<file path="src/rtl/cs_out_buffer.sv">
// cs_out_buffer: first-word-fall-through output FIFO behind the CS filter.
// Captures valid Y results, hands them to the consumer over valid/ready,
// and never back-pressures the filter: results arriving while full are
// dropped and recorded in a sticky flag and a saturating drop counter.
module cs_out_buffer #(
  parameter int DW    = 10,
  parameter int DEPTH = 8,
  parameter int AW    = 3
) (
  input  logic          clk,
  input  logic          reset,
  input  logic [DW-1:0] y_in,
  input  logic          y_valid,
  output logic [DW-1:0] out_data,
  output logic          out_valid,
  input  logic          out_ready,
  output logic [AW:0]   level,
  output logic          full,
  output logic          empty,
  output logic          overflow,
  output logic [7:0]    drop_cnt,
  input  logic          clr_ovf
);

  localparam logic [AW:0] FULL_LEVEL = (AW + 1)'(DEPTH);
  localparam logic [7:0]  CNT_MAX    = 8'hFF;

  logic [DW-1:0] mem_q [DEPTH];
  logic [AW-1:0] rd_ptr_q, rd_ptr_d;
  logic [AW-1:0] wr_ptr_q, wr_ptr_d;
  logic [AW:0]   level_q,  level_d;
  logic          overflow_q, overflow_d;
  logic [7:0]    drop_cnt_q, drop_cnt_d;

  logic pop, push, drop;

  // Status decode and the forced-zero head so an empty FIFO never shows stale data.
  assign full      = (level_q == FULL_LEVEL);
  assign empty     = (level_q == '0);
  assign out_valid = !empty;
  assign out_data  = empty ? '0 : mem_q[rd_ptr_q];
  assign level     = level_q;
  assign overflow  = overflow_q;
  assign drop_cnt  = drop_cnt_q;

  // A full FIFO still accepts a result when the head leaves in the same cycle.
  assign pop  = out_valid && out_ready;
  assign push = y_valid && (!full || pop);
  assign drop = y_valid && full && !pop;

  // Next-state for pointers, occupancy and overflow bookkeeping.
  always_comb begin
    // NOTE: every combinational output gets a default first so no latch is inferred.
    rd_ptr_d   = rd_ptr_q;
    wr_ptr_d   = wr_ptr_q;
    level_d    = level_q;
    overflow_d = overflow_q;
    drop_cnt_d = drop_cnt_q;

    if (push) wr_ptr_d = wr_ptr_q + AW'(1);
    if (pop)  rd_ptr_d = rd_ptr_q + AW'(1);

    if (push && !pop)      level_d = level_q + (AW + 1)'(1);
    else if (pop && !push) level_d = level_q - (AW + 1)'(1);

    if (clr_ovf) begin
      // A drop coinciding with the clear is counted after the clear.
      overflow_d = drop;
      drop_cnt_d = drop ? 8'd1 : 8'd0;
    end else if (drop) begin
      overflow_d = 1'b1;
      if (drop_cnt_q != CNT_MAX) drop_cnt_d = drop_cnt_q + 8'd1;
    end
  end

  // Control state registers with synchronous reset.
  always_ff @(posedge clk) begin
    // NOTE: sequential state uses non-blocking assignments so all registers update together.
    if (reset) begin
      rd_ptr_q   <= '0;
      wr_ptr_q   <= '0;
      level_q    <= '0;
      overflow_q <= 1'b0;
      drop_cnt_q <= '0;
    end else begin
      rd_ptr_q   <= rd_ptr_d;
      wr_ptr_q   <= wr_ptr_d;
      level_q    <= level_d;
      overflow_q <= overflow_d;
      drop_cnt_q <= drop_cnt_d;
    end
  end

  // Storage array write port.
  always_ff @(posedge clk) begin
    // NOTE: the data array is deliberately not reset; level and pointers define what is valid.
    if (push && !reset) mem_q[wr_ptr_q] <= y_in;
  end

endmodule

</file>
<file path="config.mk">
export PLATFORM = sky130hd
export DESIGN_NAME = cs_out_buffer
export DESIGN_NICKNAME = d
export VERILOG_FILES = /design/src/rtl/cs_out_buffer.sv
export SDC_FILE = /design/constraint.sdc
export NUM_CORES = 1
export LEC_CHECK = 0
export ABC_AREA = 1
export CAP_MARGIN = 20
export CELL_PAD_IN_SITES_DETAIL_PLACEMENT = 0
export CELL_PAD_IN_SITES_GLOBAL_PLACEMENT = 1
export CORE_MARGIN = 10
export CORE_UTILIZATION = 45
export DETAILED_ROUTE_END_ITERATION = 16
export GPL_TIMING_DRIVEN = 0
export PLACE_DENSITY_LB_ADDON = 0.1
export RECOVER_POWER = 50
export SYNTH_ARGS = -nofsm -noshare
export SYNTH_HDL_FRONTEND = slang
export SYNTH_SLANG_ARGS = --single-unit
</file>
<file path="constraint.sdc">
create_clock -name clk -period 3 [get_ports clk]
set_input_delay 0.75 -clock clk [delete_from_list [all_inputs] [get_ports clk]]
set_output_delay 0.75 -clock clk [all_outputs]
set_load 0.05 [all_outputs]
</file>
Yosys cells after proc, flatten, opt, wreduce, memory -nomap -nowiden
Memory sizes are Yosys's and may differ from the RTL's. A register that Yosys moved wholly into a read port is not among the register bits.
Index checks and enable logic that the tools add are counted.
- register bits after elaboration: 19
- RAM bits: 80
- input bits: 15
- output and inout bits: 26
- logic and storage cells: 44
- memories kept: 1
- memory list (memory ; depth ; width ; rd ports ; clocked after Yosys merged registers in ; write ports ; RTL line ; RTL):
    mem_q ; 8 ; 10 ; 1 ; 1 ; 1 ; 28 ; logic [DW-1:0] mem_q [DEPTH];
- add/sub/neg operators: 5
- eq/ne operators: 2
- multiplexer cells: 13
- reduce and logical (&&, ||, !) cells: 18
- operators with widths (kind ; count):
    8-bit 2-to-1 mux ; 3
    10-bit 2-to-1 mux ; 1
    8-bit by 1-bit adder with 8-bit output (second input constant) ; 1
    4-bit 2-to-1 mux ; 2
    8-bit inequality test (second input constant) ; 1
    1-bit logical AND ; 7
    3-bit by 1-bit adder with 3-bit output (second input constant) ; 2
    3-bit 2-to-1 mux ; 2
    2-bit nonzero test ; 3
    1-bit logical NOT ; 5
    1-bit 2-to-1 mux ; 5
    4-bit by 1-bit adder with 4-bit output (second input constant) ; 1
    4-bit equality test (second input constant) ; 1
    4-bit logical NOT ; 1
    4-bit by 1-bit subtractor with 4-bit output (second input constant) ; 1
    2-bit AND reduction ; 1
    1-bit logical OR ; 1

Logic depth before layout (Yosys ltp)
Gate-level depths: netlist of run 1.
- depth after elaboration: 9
- gate-level depth with buffers: 16
- gate-level depth less buffers: 16

Least setup slack after synthesis of run 1
OpenSTA, ideal clock, no wires.
- path kind: reg-to-output
- start: reg level_q[0], in the netlist level[0]
- end: out out_data[1]
- arrival time: 2.042 ns
- required time: 2.250 ns
- setup slack: 0.208 ns
- cell stages (with the launch flop): 6
- buffers on the path: 1
- cells stage by stage: dfxtp_1 > nor2_2 > nand2_2 > buf_2 > nand2_1 > nor2_1
- longest elaborated chain between the ends: 2
- RTL lines (what ; RTL line ; RTL):
    start: declaration ; 31 ; logic [AW:0] level_q, level_d;
    start signal: assignment ; 88 ; level_q <= level_d;
    4-bit logical NOT ; 39 ; assign empty = (level_q == '0);
    10-bit 2-to-1 mux ; 41 ; assign out_data = empty ? '0 : mem_q[rd_ptr_q];
    end: declaration ; 14 ; output logic [DW-1:0] out_data,
Every way passes these cells.

Worst setup path after layout of run 1
- start: reg level_q[0], in the netlist level[0]
- end: out empty
- longest elaborated chain between the ends: 1
- RTL lines (what ; RTL line ; RTL):
    4-bit logical NOT ; 39 ;
    end: declaration ; 19 ; output logic empty,
Every way passes these cells.

==> reports/qor.csv, run 1 <==
metric,value,unit
RSZ-0062 raised after global routing,no,
kind of critical path,reg -> out,
RR Endpoint,level[3],
global-route wire length before repair,15400,µm
Worst R2R Setup Slack,0.51,ns
Cell Pwr Density,831,nW/µm²
Synth area leader,edfxtp_1,
vias in the first global route,3017,
post-synth net total,428,
Worst Hold Launch,rd_ptr_q[2],
critical path endpoint category,output pin,
Post-DP HPWL,6480,µm
clk slew on worst S/H paths,0.10,ns
Synth-to-Final Area Change,16.8,%
Core ar.,9330,µm²
met1 Usage GRT,0.163,
yosys warns,0,
final instance area,5080,µm²
layout cells sized above 1,0.115,
"Slew Viols, Final",0,
Max Cap Viol,0,
Sink Count,102,
DR WL/cell,16.3,µm
setup violators final,0,
Synth Instances,406,
worst slew pin tran,1.03,ns
Slew headroom,0.314,
"most common cell after layout, fill and taps aside",nor2_1,
Crit Reg-Reg Startpoint,level[0],
"Cell Area, Placed",4900,µm²
Final GP Congestion,0.778,
register area share after synthesis,0.654,
Root Buffer,clkbuf_8,
grt peak-use layer,met2,
Peak supply drop,0.000523,V
Yosys top cell area share,0.552,
CTS tree,yes,
Synth Cell Area,4350,µm²
"Largest stage delay, worst path",0.80,ns
worst path cell trace,"nor2_2, nand2_2, buf_2, inv_1, clkdlybuf4s50_1",
Die H,118,µm
antenna-violating nets left,0,
Highest Clock Rate,352,MHz
Overflow after GRT,0,
Die Area,14000,µm²
Cell Rows,35,
worst hold stages,2,
gr usage total,0.138,
total CTS buffers,9,
Critical Path Fanout Max,10,
drt via density,5.08,
skew final,0.0121,ns
initial antenna violation count,0,
"commonest non-fill, non-tap cells in the layout","93 x nor2_1, 80 x edfxtp_1, 51 x o21ai_0",
DRC viols,0,
met2 GRT Util,0.236,
"Setup Fix Bufs, Post-CTS",0,
largest net degree at the start of global routing,18,
Ant. Diodes,0,
Leak,1.80,nW
Final Core Density,0.545,
DRT Pass-1 Iters,4,
Starting DRT DRC Count,120,
fin crit period,2.84,ns
htree depth,3,
syn avg cell area,10.7,µm²
WL final,9590,µm
Yosys cell types,29,
Starting Density,0.466,
placed insts,574,
Yosys reg bits,102,
fin cells,590,
Buf/Inv on CP,3,
startpoint types,register,
Nets,478,
DIE WIDTH,118,µm
CTS Hold Bufs,0,
GR Layer Usage met3,0.0305,
required time of the critical path,2.25,ns
clk buf depth,2,
period utilization,0.948,
"delay-heaviest family, CP",buffers and inverters,
Worst R2R Path Depth,14,
crit path max-delay cell type,clkdlybuf4s50_1,
I/O pin count,41,
Final Hold Viols,0,
clock insertion delay at the later pin of the skew report,0.36,ns
Worst EP arrival,2.09,ns
HP Class,reg -> reg,
vias,2999,
result of the run,"complete, no violations",
input/output buffers,39,
cells taking the most area after synthesis,"edfxtp_1 55%, dfxtp_1 10%, nor2_1 8.0%",
layer usage:
| metal | routed length (µm) | part of all wire |
|---|---|---|
| met1 | 4170 | 0.43 |
| met2 | 4760 | 0.50 |
| met3 | 526 | 0.055 |
| met4 | 145 | 0.015 |
| met5 | 0 | 0 |
registers in the layout, summed over array words and instances, names as in the netlist, named ones only:
name and count:
overflow 1, wr_ptr_q 3, rd_ptr_q 3, drop_cnt 8, mem_q 80, level 4
final cells by class:
type / instances / area (µm²)
tap: 129 / 161
clock buffer: 10 / 128
fill: 869 / 4250
buffer: 15 / 70.1
timing repair buffer: 39 / 397
sequential: 102 / 2840
inverter: 26 / 100
clock inverter: 6 / 67.6
multi-input combinational: 263 / 1320
logic make-up after synthesis:
logic type,count (synthesis),synth area share
flip-flops,102,0.654
AO/OA/AOI/OAI,86,0.108
AND/OR/NAND/NOR,165,0.169
adder cells (fa/ha/maj),7,0.0219
XOR/XNOR,5,0.0101
buffers and inverters,41,0.0371
cell usage after synthesis:
cell type / n
nor2_1: 93
edfxtp_1: 80
o21ai_0: 51
nand2_1: 41
inv_1: 24
dfxtp_1: 22
a21oi_1: 14
clkbuf_1: 11
o211ai_1: 10
o22ai_1: 10
nand3_1: 9
ha_1: 6
nand2_2: 6
buf_2: 4
nor3_2: 4
nand2_4: 3
nor2_2: 3
xor2_1: 3
xnor2_1: 2
a22oi_1: 1
and2_1: 1
fa_1: 1
inv_2: 1
inv_4: 1
nand3_2: 1
nand3_4: 1
nand4_1: 1
nor2_4: 1
or2_2: 1
worst register-to-register path, delay by kind of cell (launching register included):
family	cells	cell delay, ns
xor+xnor	1	0.11
compound gates	1	0.11
fa+ha+maj	2	0.46
flops	1	0.38
buf+inv	2	0.17
simple gates	8	1.17
report_power, final:
| part | internal [mW] | switching (mW) | total (mW) | leakage (nW) |
|---|---|---|---|---|
| Sequential | 1.60 | 0.0705 | 1.67 | 0.902 |
| Clock | 0.393 | 0.473 | 0.866 | 0.0953 |
| Combinational | 0.506 | 1.18 | 1.69 | 0.798 |
| Total | 2.50 | 1.72 | 4.22 | 1.80 |
worst max-delay path by stage:
stage                  end  slack, ns      from  depth (start not counted)
2_1_floorplan  out_data[1]       0.21  level[0]                          5
3_3_place_gp   out_data[9]      -0.02  register                          6
3_5_place_dp   out_data[9]      -0.03  register                          6
4_1_cts        out_data[4]      0.003  register                          6
5_1_grt          out_valid       0.05  level[0]                          4
6_report             empty       0.16  level[0]                          5
stage by stage:
stage	setup TNS, ns	hold slack [ns]	setup WS (ns)	total power [mW]
floorplan	0	0.433	0.208	2.88
global placement	-0.0211	0.450	-0.0211	3.43
detailed placement	-0.0261	0.451	-0.0261	3.45
CTS	0	0.470	0.00322	4.27
global route	0	0.509	0.0493	4.46
finish	0	0.473	0.155	4.22
repair_timing:
item / 4_1_cts / 5_1_grt
setup endpoints to repair: 10 / 10
gates resized for setup: 29 / 15
pin swaps: 0 / 0
Note: power is estimated with default switching activity, not from simulation.
==> run 2, diff against run 1 <==
- SKIP_LAST_GASP: unset -> 1
==> results of run 2 <==
Same layout as run 1: the final DEF is identical, and so are final timing and power.
==> run 3, diff against run 2 <==
- CTS_BUF_LIST: unset -> sky130_fd_sc_hd__clkbuf_4 sky130_fd_sc_hd__clkbuf_8 sky130_fd_sc_hd__clkbuf_16
==> run 3 against run 2 <==
First-iteration DRC count is the same. Critical endpoint unchanged. Combinational power about the same. Setup slack about the same. Highest routed layer unchanged. Design area about the same. Core utilization hardly changed. Clock power is 1% higher. Sequential cell count unchanged. Global-route usage unchanged.
==> reports/qor.csv, run 3 (same netlist as run 1, synthesis figures left out) <==
metric,value,unit,change
Highest Clock Rate,352,MHz,about the same
Ant. Diodes,0,,unchanged
clk buf depth,2,,unchanged
Post-DP HPWL,6480,µm,unchanged
Clk network pwr share,0.207,,was 0.205
setup violators final,0,,unchanged
global-route wire length before repair,15400,µm,unchanged
largest net degree at the start of global routing,18,,unchanged
Final GP Congestion,0.778,,unchanged
FF/Latch Area,2840,µm²,unchanged
total CTS buffers,9,,unchanged
clk slew on worst S/H paths,0.10,ns,about the same
Final Hold Viols,0,,unchanged
Worst Hold Launch,rd_ptr_q[2],,unchanged
result of the run,"complete, no violations",,unchanged
max reg flops,80,,unchanged
switch share,0.408,,about the same
WL final,9590,µm,about the same
DRT Pass-1 Iters,4,,unchanged
required time of the critical path,2.25,ns,about the same
I/O pin count,41,,unchanged
multi-input logic area,1320,µm²,unchanged
Worst R2R Setup Slack,0.51,ns,about the same
"Slew Viols, Final",0,,unchanged
Nets,478,,unchanged
Peak supply drop,0.000524,V,was 0.000523 V
drt via density,5.08,,unchanged
"commonest non-fill, non-tap cells in the layout","93 x nor2_1, 80 x edfxtp_1, 51 x o21ai_0",,unchanged
"Largest stage delay, worst path",0.80,ns,about the same
Synth-to-Final Area Change,16.9,%,was 16.8%
Starting DRT DRC Count,120,,unchanged
CTS Hold Bufs,0,,unchanged
worst path cell trace,"nor2_2, nand2_2, buf_2, inv_1, clkdlybuf4s50_1",,unchanged
HP Class,reg -> reg,,unchanged
skew final,0.0114,ns,was 0.0121 ns
DP Worst Slack,-0.0261,ns,unchanged
Slew headroom,0.314,,unchanged
worst slew pin tran,1.03,ns,unchanged
placed insts,574,,unchanged
P_sw,1.72,mW,about the same
combinational power share,0.399,,about the same
fin cells,590,,unchanged
Starting Density,0.466,,unchanged
vias,2999,,unchanged
Leak,1.80,nW,about the same
DIE WIDTH,118,µm,unchanged
RR Endpoint,level[3],,unchanged
Worst R2R Path Depth,14,,unchanged
Crit Reg-Reg Startpoint,level[0],,unchanged
Die Area,14000,µm²,unchanged
Overflow after GRT,0,,unchanged
Biggest register,mem_q,,unchanged
# fillers,870,,was 869
Root Buffer,clkbuf_8,,unchanged
"Worst Setup Slack, final",0.155,ns,about the same
Die H,118,µm,unchanged
Sink Count,102,,unchanged
antenna-violating nets left,0,,unchanged
Worst EP arrival,2.09,ns,about the same
htree depth,3,,unchanged
Critical Path Fanout Max,10,,unchanged
"most common cell after layout, fill and taps aside",nor2_1,,unchanged
clock insertion delay at the later pin of the skew report,0.36,ns,about the same
DR WL/cell,16.3,µm,about the same
Cell Rows,35,,unchanged
kind of critical path,reg -> out,,unchanged
period utilization,0.948,,about the same
RSZ-0062 raised after global routing,no,,unchanged
crit path max-delay cell type,clkdlybuf4s50_1,,unchanged
initial antenna violation count,0,,unchanged
CTS tree,yes,,unchanged
critical path endpoint category,output pin,,unchanged
Core ar.,9330,µm²,unchanged
startpoint types,register,,unchanged
"Cell Area, Placed",4900,µm²,unchanged
Cell Pwr Density,832,nW/µm²,was 831 nW/µm²
vias in the first global route,3017,,unchanged
total negative slack,0,ns,unchanged
sequential power share,0.395,,about the same
Pint,2.51,mW,was 2.50 mW
Hold Slack,0.473,ns,about the same
layout cells sized above 1,0.117,,was 0.115
DRC viols,0,,unchanged
Max Cap Viol,0,,unchanged
final instance area,5080,µm²,about the same
fin crit period,2.84,ns,about the same
gr usage total,0.138,,unchanged
input/output buffers,39,,unchanged
worst hold stages,2,,unchanged
==> run 3: cell count changes in the layout (fill, tap and decap cells not counted) <==
cell | previous run | this run
clkbuf_1 | 5 | 4
clkbuf_4 | 0 | 1
==> run 3: cell type report <==
class                           count  share of cell area
Inverter                           26              0.0197
Clock buffer                       10              0.0258
Clock inverter                      6              0.0133
Tap cell                          129              0.0317
Buffer                             15              0.0138
Timing Repair Buffer               39              0.0780
Sequential cell                   102               0.559
Multi-Input combinational cell    263               0.259
==> run 3: worst max path at each step <==
| stage | slack (ns) | depth (start not counted) | start | endpoint |
|---|---|---|---|---|
| 2_1_floorplan | 0.21 | 5 | level[0] | out_data[1] |
| 3_3_place_gp | -0.02 | 6 | register | out_data[9] |
| 3_5_place_dp | -0.03 | 6 | register | out_data[9] |
| 4_1_cts | 0.003 | 6 | register | out_data[4] |
| 5_1_grt | 0.05 | 4 | level[0] | out_valid |
| 6_report | 0.16 | 5 | level[0] | empty |
==> run 3: critical path: cells and delay by family, from the launching register on <==
kind                   cells  cell delay (ns)
AND/OR/NAND/NOR            2             0.27
buffers and inverters      3             1.08
flip-flops                 1             0.38
==> run 3: metal layers <==
metal  GRT usage  vias up  wire [µm]
met3      0.0305       13        526
li1            -     1505          -
met2       0.236       76       4750
met5           0        -          0
met1       0.163     1405       4170
met4      0.0587        0        145
==> run 3: power groups by stage <==
stage               clock network (mW)  registers, mW  logic, mW
floorplan                            0           1.77       1.11
global placement                     0           1.70       1.73
detailed placement                   0           1.70       1.75
CTS                              0.887           1.67       1.72
global route                     0.945           1.68       1.84
finish                           0.876           1.67       1.69
==> run 3: per-stage QoR <==
step,power [mW],util
after global placement,3.43,0.525
after detailed placement,3.45,0.525
after CTS,4.28,0.548
final,4.23,0.545
after floorplan,2.88,-
after global routing,4.47,0.545
==> run 3: timing repair <==
item                       in CTS  in global routing
buffers inserted                0                  0
pin swaps                       0                  0
setup endpoints to repair      10                 10
resized for setup              29                 15
hold endpoints to repair        0                  0
